==> config.mk <==
export PLATFORM = sky130hd
export DESIGN_NAME = ble_packet_sync
export DESIGN_NICKNAME = d
export VERILOG_FILES = /design/src/rtl/ble_packet_sync.sv
export SDC_FILE = /design/constraint.sdc
export NUM_CORES = 1
export LEC_CHECK = 0
export BUFFER_PORTS_ARGS = -buffer_cell sky130_fd_sc_hd__buf_2
export CAP_MARGIN = 10
export CORE_ASPECT_RATIO = 0.8
export CORE_UTILIZATION = 65
export DETAILED_ROUTE_END_ITERATION = 8
export GPL_TIMING_DRIVEN = 0
export PLACE_DENSITY = 0.9
export SETUP_SLACK_MARGIN = 0.15
export SLEW_MARGIN = 15
export SYNTH_ARGS = -nofsm -noshare
export SYNTH_HDL_FRONTEND = slang
export SYNTH_SLANG_ARGS = --single-unit
==> constraint.sdc <==
create_clock -name clk -period 13.9 [get_ports clk]
set_input_delay 1.39 -clock clk [delete_from_list [all_inputs] [get_ports clk]]
set_output_delay 1.39 -clock clk [all_outputs]
set_load 0.05 [all_outputs]
==> src/rtl/ble_packet_sync.sv <==
// BLE access-address correlator and packet framer: finds the access address,
// dewhitens the header and payload, and delimits packets by their length field.
module ble_packet_sync #(
   parameter logic [31:0] AA      = 32'h8E89BED6,
   parameter int unsigned MAX_ERR = 0,
   parameter int unsigned MAX_LEN = 37
) (
   input  logic       clk,
   input  logic       rst_n,
   input  logic       enable,
   input  logic       bit_valid,
   input  logic       bit_in,
   input  logic [5:0] channel,
   output logic       sync_found,
   output logic [7:0] byte_out,
   output logic       byte_valid,
   output logic       pkt_end,
   output logic       pkt_err,
   output logic       busy
);

   typedef enum logic [1:0] {SEARCH, HEADER, PAYLOAD} state_t;

   state_t      state, state_nx;
   logic [31:0] sr, sr_nx;
   logic [5:0]  sr_cnt, sr_cnt_nx;
   logic [6:0]  lfsr, lfsr_nx;
   logic [7:0]  acc, acc_nx;
   logic [2:0]  bit_idx, bit_idx_nx;
   logic        hdr_cnt, hdr_cnt_nx;
   logic [8:0]  remain, remain_nx;
   logic [7:0]  byte_out_nx;
   logic        sync_nx, bv_nx, end_nx, err_nx;

   logic        take;
   logic        data;
   logic [31:0] sr_shift;
   logic [5:0]  cnt_inc;
   logic [7:0]  acc_shift;
   logic [6:0]  lfsr_step;
   int unsigned mism;
   logic        match;

   // Datapath candidates for the current bit, selected by the FSM below.
   always_comb begin
      take      = enable & bit_valid;
      sr_shift  = {bit_in, sr[31:1]};
      mism      = 0;
      for (int unsigned i = 0; i < 32; i++) begin
         mism += {31'd0, (sr_shift[i] ^ AA[i])};
      end
      cnt_inc   = (sr_cnt == 6'd32) ? sr_cnt : sr_cnt + 6'd1;
      match     = (cnt_inc == 6'd32) && (mism <= MAX_ERR);
      data      = bit_in ^ lfsr[6];
      acc_shift = {data, acc[7:1]};
      lfsr_step = {lfsr[5], lfsr[4], lfsr[3] ^ lfsr[6], lfsr[2],
                   lfsr[1], lfsr[0], lfsr[6]};
   end

   always_comb begin
      state_nx    = state;
      sr_nx       = sr;
      sr_cnt_nx   = sr_cnt;
      lfsr_nx     = lfsr;
      acc_nx      = acc;
      bit_idx_nx  = bit_idx;
      hdr_cnt_nx  = hdr_cnt;
      remain_nx   = remain;
      byte_out_nx = byte_out;
      sync_nx     = 1'b0;
      bv_nx       = 1'b0;
      end_nx      = 1'b0;
      err_nx      = 1'b0;

      if (!enable) begin
         // Any disable discards the partial byte and restarts correlation.
         state_nx   = SEARCH;
         sr_nx      = '0;
         sr_cnt_nx  = '0;
         acc_nx     = '0;
         bit_idx_nx = '0;
         hdr_cnt_nx = 1'b0;
         remain_nx  = '0;
      end else if (take) begin
         case (state)
            SEARCH: begin
               sr_nx     = sr_shift;
               sr_cnt_nx = cnt_inc;
               if (match) begin
                  state_nx   = HEADER;
                  sync_nx    = 1'b1;
                  lfsr_nx    = {channel[0], channel[1], channel[2], channel[3],
                                channel[4], channel[5], 1'b1};
                  sr_nx      = '0;
                  sr_cnt_nx  = '0;
                  acc_nx     = '0;
                  bit_idx_nx = '0;
                  hdr_cnt_nx = 1'b0;
               end
            end
            HEADER, PAYLOAD: begin
               lfsr_nx    = lfsr_step;
               acc_nx     = acc_shift;
               bit_idx_nx = bit_idx + 3'd1;
               if (bit_idx == 3'd7) begin
                  bv_nx       = 1'b1;
                  byte_out_nx = acc_shift;
                  if (state == HEADER) begin
                     if (!hdr_cnt) begin
                        hdr_cnt_nx = 1'b1;
                     end else if ({24'd0, acc_shift} > MAX_LEN) begin
                        end_nx   = 1'b1;
                        err_nx   = 1'b1;
                        state_nx = SEARCH;
                     end else begin
                        // PDU bytes plus three CRC bytes still to come.
                        remain_nx = {1'b0, acc_shift} + 9'd3;
                        state_nx  = PAYLOAD;
                     end
                  end else if (remain == 9'd1) begin
                     end_nx   = 1'b1;
                     state_nx = SEARCH;
                  end else begin
                     remain_nx = remain - 9'd1;
                  end
               end
            end
            default: state_nx = SEARCH;
         endcase
      end
   end

   always_ff @(posedge clk) begin
      if (!rst_n) begin
         state      <= SEARCH;
         sr         <= '0;
         sr_cnt     <= '0;
         lfsr       <= '0;
         acc        <= '0;
         bit_idx    <= '0;
         hdr_cnt    <= 1'b0;
         remain     <= '0;
         byte_out   <= '0;
         sync_found <= 1'b0;
         byte_valid <= 1'b0;
         pkt_end    <= 1'b0;
         pkt_err    <= 1'b0;
      end else begin
         state      <= state_nx;
         sr         <= sr_nx;
         sr_cnt     <= sr_cnt_nx;
         lfsr       <= lfsr_nx;
         acc        <= acc_nx;
         bit_idx    <= bit_idx_nx;
         hdr_cnt    <= hdr_cnt_nx;
         remain     <= remain_nx;
         byte_out   <= byte_out_nx;
         sync_found <= sync_nx;
         byte_valid <= bv_nx;
         pkt_end    <= end_nx;
         pkt_err    <= err_nx;
      end
   end

   assign busy = (state != SEARCH);

endmodule

# ---- Word level (Yosys, flattened, before mapping)
# Cells that the tools add are included.
# W data, S select, Z words.
dict set report totals {
  reg_bits 80
  input_bits 11
  out_inout_bits 13
  word_cells 132
}
dict set report op_classes {
  n_addsub 35
  n_lt_le_gt_ge 2
  n_eq_ne 14
  muxes 30
  n_bitwise 21
  reduce_logical 17
}
# op n
set ops {}
lappend ops {{$mux W9} 4}
lappend ops {{$add A31 B1 Y32} 1}
lappend ops {{$le A32 B1 Y1 const B} 1}
lappend ops {{$mux W32} 1}
lappend ops {{$add A30 B1 Y31} 1}
lappend ops {{$add A29 B1 Y30} 1}
lappend ops {{$add A28 B1 Y29} 1}
lappend ops {{$add A27 B1 Y28} 1}
lappend ops {{$add A26 B1 Y27} 1}
lappend ops {{$add A25 B1 Y26} 1}
lappend ops {{$add A24 B1 Y25} 1}
lappend ops {{$add A23 B1 Y24} 1}
lappend ops {{$add A22 B1 Y23} 1}
lappend ops {{$add A21 B1 Y22} 1}
lappend ops {{$add A20 B1 Y21} 1}
lappend ops {{$add A19 B1 Y20} 1}
lappend ops {{$add A18 B1 Y19} 1}
lappend ops {{$add A17 B1 Y18} 1}
lappend ops {{$not A1 Y1} 18}
lappend ops {{$add A16 B1 Y17} 1}
lappend ops {{$add A15 B1 Y16} 1}
lappend ops {{$pmux W8 S2} 1}
lappend ops {{$reduce_and A4 Y1} 4}
lappend ops {{$add A14 B1 Y15} 1}
lappend ops {{45 further kinds} 72}

# ---- Longest topological paths before layout
# Gate-level depths: netlist of the first run.
dict set report depth {
  depth_word 36
  depth_mapped 20
  ltp_nobuf 19
}

# ---- Worst setup path after synthesis of the first run
# Ideal clock, no wire load.
dict set report synth_timing {
  kind {in2reg}
  start {in bit_in}
  end {reg bit_idx[0]}
  setup_time_ps 121
  t_arrival_ps 5566
  required_ps 13779
  setup_slack_ps 8213
  path_stages 17
  n_path_buf 0
  cell_sequence {inv_1 > fa_1 > inv_1 > fa_1 > inv_1 > fa_1 > inv_1 > fa_1 > inv_1 > ha_1 > fa_1 > or4_1 > nor3_2 > o221ai_2 > o21ai_4 > a31oi_2 > mux2_2}
}
dict set report synth_between {
  elab_chain_cells 6
}
# item line
set synth_rtl {}
lappend synth_rtl {{start, declared} 12} ;# input logic bit_in,
lappend synth_rtl {{$not A1 Y1 (no source line)} n/a}
lappend synth_rtl {{$add A31 B1 Y32} 50} ;# mism += {31'd0, (sr_shift[i] ^ AA[i])};
lappend synth_rtl {{$le A32 B1 Y1} 53} ;# match = (cnt_inc == 6'd32) && (mism <= MAX_ERR);
lappend synth_rtl {{$logic_and A1 B1 Y1} 53}
lappend synth_rtl {{$ne A2 B2 Y1 (no source line)} n/a}
lappend synth_rtl {{$reduce_and A3 Y1 (no source line)} n/a}
lappend synth_rtl {{end signal, assigned} 154} ;# bit_idx <= bit_idx_nx;
lappend synth_rtl {{end, declared} 29} ;# logic [2:0] bit_idx, bit_idx_nx;
# Every way passes these cells.
# A chain may end at the register's enable or synchronous reset.

# ---- Worst setup path after layout of the first run
dict set report layout_timing {
  start {reg sr[7]}
  end {reg bit_idx[0]}
}
dict set report layout_between {
  elab_chain_cells 31
}
# item line
set layout_rtl {}
lappend layout_rtl {{start, declared} 25} ;# logic [31:0] sr, sr_nx;
lappend layout_rtl {{start signal, assigned} 150} ;# sr <= sr_nx;
lappend layout_rtl {{$not A1 Y1 (no source line)} n/a}
lappend layout_rtl {{$add A6 B1 Y7} 50}
lappend layout_rtl {{$add A7 B1 Y8} 50}
lappend layout_rtl {{$add A8 B1 Y9} 50}
lappend layout_rtl {{$add A9 B1 Y10} 50}
lappend layout_rtl {{$add A10 B1 Y11} 50}
lappend layout_rtl {{$add A11 B1 Y12} 50}
lappend layout_rtl {{$add A12 B1 Y13} 50}
lappend layout_rtl {{[15 not listed]} n/a}
lappend layout_rtl {{$add A28 B1 Y29} 50}
lappend layout_rtl {{$add A29 B1 Y30} 50}
lappend layout_rtl {{$add A30 B1 Y31} 50}
lappend layout_rtl {{$add A31 B1 Y32} 50}
lappend layout_rtl {{$le A32 B1 Y1} 53}
lappend layout_rtl {{$logic_and A1 B1 Y1} 53}
lappend layout_rtl {{$ne A2 B2 Y1 (no source line)} n/a}
lappend layout_rtl {{$reduce_and A3 Y1 (no source line)} n/a}
# Every way passes these cells.

==> results.md, run 1 <==
- The hold path startpoint is byte_out[3].
- The flow ran to the end, and the final reports show no timing, DRC or antenna violations.
- The per-instance average area after synthesis is 8.952 um^2.
- In the finished design, the share of the clock period the worst path needs comes to between 40 and 50%.
- The routed wire length is between 9000 and 10000 um.
- In the post-synthesis netlist, the biggest area contributors are dfxtp_1 (36%), fa_1 (11%), a22oi_1 (5.7%).
- The count of nets left with antenna violations once routing finished came out at 0.
- The critical path is of the reg -> reg type.
- The number of nets produced by synthesis is about 540.
- After detailed routing, the average wire length per cell comes to 16.26 um.
- Setup repair after global routing left no endpoint under its margin.
- The quantity of gates resized following cts is 0.
- The clock arrives with 0.01347 ns of skew.
- The internal cell power is 314.4 uW.
- The relative contribution of sequential cells to total power is 53.0%.
- For this block, the via count after detailed routing is 3637.
- The cell repeated most along the worst path is fa_1.
- The slowest stage of the critical path is the fa_1 cell.
- Counting every sink on the clock net gives slightly below 80.
- The wire-length estimate of the detail-placed layout is ~7300 um.
- The congestion estimate from routability-driven global placement came to between 0.8 and 0.9.
- Dividing total power by cell area gives a power density of ~89 nW/um^2.
- The overall overflow remaining after global route is 0.
- On the final layout, the worst hold slack is 0.4559 ns.
- Once layout is done, the placed cells without fillers occupy 4756 um^2.
- The most used flip-flop cell after synthesis is dfxtp_1.
- The global-route wire length before repair is 15820 um.
- The clock network fraction of total power is 42.3%.
- The max-slew violation total from the final report is 0.
- The most frequent cell after synthesis is dfxtp_1.
- In the final layout, the multi-input gates occupy 2422 um^2.
- The min-delay analysis places its worst path in the category reg -> reg.
- The initial antenna violation count is 0.
- The clock tree root driver cell is clkbuf_8.
- Sorting the synthesized cells by how often they occur yields dfxtp_1 (78), inv_1 (61), nor2_1 (60).
- The share of Yosys cell area claimed by the top area cell type is 36.04%.
- The slew at the pin with the worst max-slew slack is between 0.6 and 0.7 ns.
- Once placement finished, the instance area stood at 4553 um^2.
- The antenna diode instance count is 0.
- In the final layout, flip-flops and latches occupy ~1600 um^2.
- In the final layout, the share of cells above drive strength 1 is 11.09%.
- The final layout contains about 570 nets.
- The number of global-route vias before repair is 3383.
- Counting flops with a built-in enable in the synthesized netlist gives 0.
- The worst-case register-to-register setup slack is 7.78 ns.
- During placement, the flow inserted port buffers numbering 23.
- The distinct cell type count of the synthesized netlist is between 50 and 60.
- Sequential elements use 36.04% of the synthesized area.
- The number of storage elements in the synthesis netlist is a little under 80.
- The cell area that synthesis handed to floorplanning was 4333 um^2.
- The critical path crosses 19 cells after its start point.
- The count of cells along the worst register-to-register path is 19.
- Walking the worst path, the cells encountered are inv_1, fa_1, inv_1, fa_1, inv_1, fa_1, fa_1, fa_1, inv_1, fa_1, inv_1, ha_1, fa_1, or4_1, nor3_2, o221ai_2, o21ai_4, a31oi_2, mux2_2.
- In this run the deepest clock path goes through 2 buffers.
- From synthesis to final layout, the design area changed by 9.760%.
- Global routing used 29.82% of the available tracks across all layers.
- The clock latency on the worst-skew pair is roughly 0.37 ns.
- Counting I/O delays and the setup requirement, the final critical path takes around 6.1 ns.
- The largest stage delay on the critical path is roughly 0.54 ns.
- The analysis attributes to cell leakage a power of 0.001908 uW.
- The average via count per standard cell is 5.992.
- The end of the worst register-to-register path is bit_idx[0].
- Before antenna repair, the detailed router went through 5 iterations.
- For hold timing, the worst endpoint is byte_out[3].
- The DRC violation total after the first TritonRoute iteration is 329.
- For the worst setup path, the data required time is 14.17 ns.
- The core region is 6409 um^2.
- The async set-or-reset flop fraction in the synthesized netlist is 0%.
- The highest ir drop seen on vdd is about 0.000081 V.
- The largest total area in the synthesized netlist belongs to dfxtp_1.
- The floorplan step defined a die boundary enclosing 6998 um^2.
- The logic gate share of total power is approximately 4.6%.
- After detailed routing, the number of remaining DRC violations is 0.
- The buffers inserted during post-CTS setup optimization is 0.
- The beginning of the worst register-to-register path is sr[7].
- Timing would allow up to 163.4 MHz.
- The endpoint arrival time on the critical path is 6.39 ns.
- The count of H-tree levels built during CTS is 3.
- Counting both buffers and inverters, the worst setup path holds a total of 5.
- The analysis attributes to net switching a power of 107.3 uW.
- The die width is slightly above 90 um.
- STA classifies the critical path startpoint as a register.
- The clock tree from TritonCTS is built.
- In this run the count of I/O pins placed on the die edge is 24.
- Fill cells in the final layout number about 410.
- The count of cells along the worst hold path is 2.
- The CTS clock-pin slew for the worst setup and hold paths is 0.09 ns.
- The count of hold buffers inserted by post-cts repair is 0.
- The height of the die is approximately 75 um.
- The final sum of negative setup slack is 0 ns.
- Entering global routing, the biggest net connects 16 pins.
- The net switching share of the total power is 25.45%.
- Headroom to the max-slew limit came out at 53.66%.
- TritonCTS created 9 clock buffers.
- The category of cells accounting for the largest share of critical-path delay is adder cells.
- The number of warnings reported in the yosys synthesis log is 0.
- Setup violations remaining at the end of the flow were counted as 0.
- The instance count of the mapped netlist is slightly below 500.
- The number of hold violations in the final report was 0.
- The worst setup path is captured at a register.
- The max capacitance violation total is 0.
- The floorplan row count is 26.
- The biggest fanout along the worst timing path is 10.
- The initial core utilization is 67.61%.
## logic make-up (layout without fill, tap and decap cells)
logic type	count (synthesis)	count (layout)	synth area share, %
DFF	78	78	36.04
adders and majority gates	43	43	16.58
AOI/OAI and AO/OA	105	105	17.53
muxes	12	12	2.801
buffers and inverters	87	126	8.056
xor gates and xnor gates	12	12	2.426
and+or+nand+nor	147	147	16.58
## per-layer routing
metal / GRT usage (%) / up-vias / part of all wire, %
met5: 0 / - / 0
met1: 39.14 / 1751 / 44
li1: - / 1716 / -
met3: 9.495 / 17 / 8.7
met2: 47.14 / 153 / 46
met4: 10.60 / 0 / 1.4
## cell usage in the layout (no fill, tap or decap), drive strengths merged, types with 2 or more instances in the layout
cell	count
or4	2
o221ai	2
a32o	3
nor4	3
xor2	6
nor4b	2
and3	6
nor2	60
a21oi	27
buf	34
inv	65
nand4	3
dfxtp	78
nor3	9
nand3b	3
clkinv	2
nand2	32
and2	4
mux2i	11
o21ai	13
a41o	2
nand3	11
a22oi	33
xnor2	6
a311oi	2
a22o	9
a211oi	2
fa	24
clkbuf	24
o211a	2
ha	19
nor3b	8
## worst max-delay path by stage
stage                     slack [ns]    from    endpoint
after detailed placement        7.71  bit_in  bit_idx[0]
after CTS                       7.80   sr[7]  bit_idx[0]
after global routing            7.56   sr[7]  bit_idx[0]
final                           7.78   sr[7]  bit_idx[0]
after floorplan                 8.21  bit_in  bit_idx[0]
after global placement          7.83  bit_in  bit_idx[0]
## power groups by stage
stage,Sequential (uW),Clock (uW),Combinational (uW)
2_1_floorplan,229,0,12.3
3_3_place_gp,229,0,17.7
3_5_place_dp,229,0,18.8
4_1_cts,224,180,19.2
5_1_grt,224,188,21.5
6_report,224,178,19.6
## per-stage QoR
step / std cells / power, uW / worst slack [ns] / util, %
floorplan: 484 / 241.3 / 8.213 / -
global placement: 591 / 246.7 / 7.833 / 71.05
detailed placement: 591 / 247.8 / 7.713 / 71.05
CTS: 607 / 422.8 / 7.798 / 74.21
global route: 607 / 433.0 / 7.556 / 74.21
finish: 607 / 421.8 / 7.779 / 74.21
## tightest hold or removal path, cell delays in order (launching register included)
cell and delay (ns):
dfxtp_1 0.31, nand2_1 0.05, a21oi_1 0.05
## area by class of cell
type | instances | share of cell area (%)
tap | 84 | 2.210
inverter | 61 | 4.815
timing repair buffer | 23 | 2.420
multi-input combinational | 319 | 50.93
clock inverter | 7 | 1.657
clock buffer | 9 | 2.605
buffer | 26 | 2.526
sequential | 78 | 32.83
## registers in the layout, indices dropped and copies added, names as in the netlist
signal / cells
sr_cnt: 6
sync_found: 1
remain: 9
bit_idx: 3
byte_out: 8
lfsr: 7
pkt_end: 1
byte_valid: 1
hdr_cnt: 1
sr: 31
state: 2
pkt_err: 1
acc: 7
Note: power is estimated with default switching activity, not from simulation.
==> inputs of run 2 (changes only) <==
--- a/config.mk
+++ b/config.mk
@@ -5,13 +5,14 @@
 export SDC_FILE = /design/constraint.sdc
 export NUM_CORES = 1
 export LEC_CHECK = 0
+export ABC_AREA = 1
 export BUFFER_PORTS_ARGS = -buffer_cell sky130_fd_sc_hd__buf_2
 export CAP_MARGIN = 10
 export CORE_ASPECT_RATIO = 0.8
-export CORE_UTILIZATION = 65
+export CORE_UTILIZATION = 61
 export DETAILED_ROUTE_END_ITERATION = 8
 export GPL_TIMING_DRIVEN = 0
-export PLACE_DENSITY = 0.9
+export PLACE_DENSITY = 0.86
 export SETUP_SLACK_MARGIN = 0.15
 export SLEW_MARGIN = 15
 export SYNTH_ARGS = -nofsm -noshare
==> constraint.sdc (replaced) <==
create_clock -name clk -period 5.65 [get_ports clk]
set_input_delay 0.565 -clock clk [delete_from_list [all_inputs] [get_ports clk]]
set_output_delay 0.565 -clock clk [all_outputs]
set_load 0.05 [all_outputs]
==> run 2 against run 1 <==
Net effect:
- the flow now finishes with violations (design-rule violations)
- combinational power grew to 2.9 times the previous value
- fmax grew 9.7%
- first-iteration DRC count rose by 34%
- critical path depth grew 4
- critical path type unchanged
- critical endpoint is now sr[24]
- highest routed layer unchanged
==> results.md, run 2 <==
- The average via count per standard cell is roughly 5.7.
- The run finished, with violations left.
- The critical path starts at sr[24].
- The HPWL after detailed placement is 7858 um.
- After synthesis, the cell types taking the most area are dfxtp_1 (34%), nand2_1 (11%), fa_1 (11%).
- The die width is between 90 and 100 um.
- The routed wire length is 11430 um.
- Each instance of the synthesized netlist takes up on average slightly above 7 um^2.
- The largest registers in the layout are sr: 31 flops, remain: 9 flops, byte_out: 8 flops.
- On the critical path, the stage with the largest delay is an instance of fa_1.
- The area of the multi-input gates is 2594 um^2.
- Routability-driven placement finished with a final weighted congestion of between 0.8 and 0.9.
- Summing the sequential cell areas from Yosys gives 34.37% of the chip area.
- The routed layout has 4346 vias.
- Summed over all layers, the global routing overflow is 0.
- The largest net degree at the start of global routing is 15.
- The number of storage elements in the synthesis netlist is 78.
- For the pin with the worst max-slew slack, the measured transition is 0.7504 ns.
- By count the netlist is led by nand2_1 (139), inv_1 (92), dfxtp_1 (78).
- The number of CTS-inserted buffers is 9.
- After detailed routing, the number of remaining DRC violations is 4.
- The number of nets with antenna violations after detailed routing is 0.
- The floorplan row count is 27.
- The critical path startpoint category is a register.
- Dividing the final minimum period by the clock period gives a little over nine tenths.
- The minimum clock period is 5.579 ns.
- The length of the first detailed-routing pass in iterations is 7.
- Counting flops per register, the top entry is sr.
- Across all hold checks on the routed design, the worst slack comes to 0.4808 ns.
- The signal on the critical path passes through inv_1, fa_1, inv_1, fa_1, inv_2, fa_1, fa_1, fa_1, inv_1, fa_1, inv_2, ha_4, fa_1, nor2_1, nand2_1, nor2_2, nand3_2, nor2_4, nand3_4, buf_6, clkbuf_16, nand3_1, a21oi_1.
- The CTS clock-pin slew for the worst setup and hold paths is 0.09 ns.
- With fillers left out, the area of the finished cells amounts to 5213 um^2.
- The core outline area is approximately 7000 um^2.
- In this run, the number of DRC markers left after iteration 0 of detailed routing was 441.
- The type of the setup path with the least slack is reg -> reg.
- nand2_1 is the most common cell in the netlist.
- Of the cells placed in the final design, the portion with a size suffix greater than 1 is 14.24%.
- The clock tree from TritonCTS is built.
- Between clock sinks in the finished design, the worst skew comes to 0.01066 ns.
- Static timing analysis puts the maximum clock frequency at 179.2 MHz.
- The post-layout net count is 730.
- Along the worst path, the maximum fanout reaches 5.
- The tool flagged a number of max-cap violations equal to 0.
- CTS built an H-tree with a depth of 3.
- For this run, the slowest stage of the critical path takes around 0.52 ns.
- The most area-hungry cell type in the Yosys netlist is dfxtp_1.
- The static power due to leakage is 0.002212 uW.
- The number of flops mapped to enable cells by yosys is 0.
- Counting every sink on the clock net gives 78.
- In this run the cell area measured after placement is 4762 um^2.
- In this run the power density over the cells is 194.4 nW/um^2.
- The endpoint arrival time on the critical path is 5.81 ns.
- For this run, the number of Yosys warnings is 0.
- In this run the cell area of the synthesized design comes to 4543 um^2.
- The number of nets handed over by synthesis was roughly 700.
- The cell repeated most along the worst path is fa_1.
- The height of the die is 79.19 um.
- The required time at the worst-slack endpoint is around 5.9 ns.
- The area occupied by registers is 1573 um^2.
- In this run the tightest slew margin relative to its limit is between 40% and 50%.
- The max-slew violation total from the final report is 0.
- The instance count of the mapped netlist is 630.
- The die footprint is 7799 um^2.
- In the synthesized netlist the dominant register cell turns out to be dfxtp_1.
- No sink is reached through more buffers than the 2 on the longest clock path.
- Counting distinct cell types in the post-synthesis netlist gives 32.
- The top cell types in the final layout, fill and taps aside, are nand2_1 (138), inv_1 (88), dfxtp_1 (69), nor2_1 (63), a21oi_1 (59).
- Dividing the detail-routed wire length by the instance count gives between 10 and 15 um.
- The tightest min-delay check is of the reg -> reg type.
- Setup repair after global routing could not meet its margin everywhere.
- The area overhead of the layout relative to synthesis is 14.73%.
- The tree is rooted in a clkbuf_8.
- Across every metal layer, demand over resource in global routing totals 29.61%.
- After filler insertion, the fill cell instance count of the layout stands at 507.
- Counting flops with an async set or reset pin after synthesis yields a share of 0%.
- The beginning of the worst register-to-register path is sr[24].
- The repair_antennas step left the layout with diodes totalling 0.
- The clock latency on the worst-skew pair is roughly 0.36 ns.
- The first global-routing pass estimated about 18000 um of wire.
- The initial antenna violation count is 0.
- The number of hold violations in the final report is 0.
- The number of flip-flops under the largest register name is 31.
- After synthesis, the largest area contributor takes up 34.37% of total cell area.
- The total I/O pin count is 24.
- The endpoint type of the worst setup path is a register.
- The initial utilization of the core area, before any placement, comes to between 60% and 70%.
- The highest ir drop seen on vdd is about 0.00013 V.
- The number of buffers inserted by port buffering is 22.
- The checks that failed: design-rule violations.
- The hold path startpoint is sr[10].
- The number of global-route vias before repair is 3888.
- The setup violation total in the final timing report is 0.
- The library cell used most frequently in the layout, excluding fill and tap cells, is nand2_1.
## run 2: cells by family (layout without fill, tap and decap cells)
family / count (synthesis) / count (layout) / share of synthesized area [%]
adder cells (fa/ha/maj): 43 / 43 / 15.81
flip-flops: 78 / 78 / 34.37
AND/OR/NAND/NOR: 289 / 289 / 27.51
XOR/XNOR: 7 / 7 / 1.350
buffers and inverters: 120 / 171 / 10.36
multiplexers: 1 / 1 / 0.2203
AO/OA/AOI/OAI: 92 / 92 / 10.38
## run 2: metal layers
| metal | routed length (um) | GRT usage [%] | vias to the layer above | part of all wire, % |
|---|---|---|---|---|
| li1 | - | - | 2075 | - |
| met1 | 5124 | 41.92 | 2040 | 45 |
| met2 | 5232 | 45.56 | 201 | 46 |
| met3 | 855 | 5.282 | 30 | 7.5 |
| met4 | 216 | 10.75 | 0 | 1.9 |
| met5 | 0 | 0 | - | 0 |
## run 2: area by class of cell
type / count / share of cell area (%)
clock buffers: 10 / 2.640
well taps: 87 / 2.088
multi-input cells: 432 / 49.76
inverters: 95 / 6.841
flip-flops and latches: 78 / 30.17
clock inverters: 6 / 0.8641
plain buffers: 25 / 2.832
repair buffers: 35 / 4.801
## run 2: stage by stage
stage | total power (uW) | utilization [%] | setup WS [ns] | instances | setup TNS (ns)
2_1_floorplan | 601.0 | - | 0.4884 | 630 | 0
3_3_place_gp | 614.8 | 67.77 | 0.1478 | 739 | 0
3_5_place_dp | 617.2 | 67.77 | 0.09952 | 739 | 0
4_1_cts | 1010 | 70.98 | 0.1562 | 759 | 0
5_1_grt | 1041 | 74.18 | -0.1627 | 768 | -4.725
6_report | 1013 | 74.18 | 0.07080 | 768 | 0
## run 2: what timing repair did
item	4_1_cts	5_1_grt
setup endpoints to repair	16	53
cloned	0	3
setup buffers	4	6
pin swaps	3	13
hold buffers	0	0
resized for setup	4	41
## run 2: worst max-delay path, delay by kind of cell, from the launching register on
family          cells  cell delay [ns]
simple gates        7             0.78
fa+ha+maj           8             3.57
flops               1             0.37
buf+inv             7             0.62
compound gates      1             0.08
## run 2: path summary, 6_finish.rpt
path | to | slack (ns) | cells past startpoint
min | sr[10] | 0.48 | 2
min reg2reg | sr[10] | 0.48 | 2
max reg2reg | sr[24] | 0.07 | 23
max | sr[24] | 0.07 | 23
## run 2: report_power, final
group | leakage [uW] | internal [uW] | total [uW] | switching, uW
clock | 0.0000970 | 175 | 404 | 229
combinational | 0.00148 | 15.4 | 57.2 | 41.8
sequential | 0.000633 | 550 | 552 | 1.55
total | 0.00221 | 741 | 1010 | 272
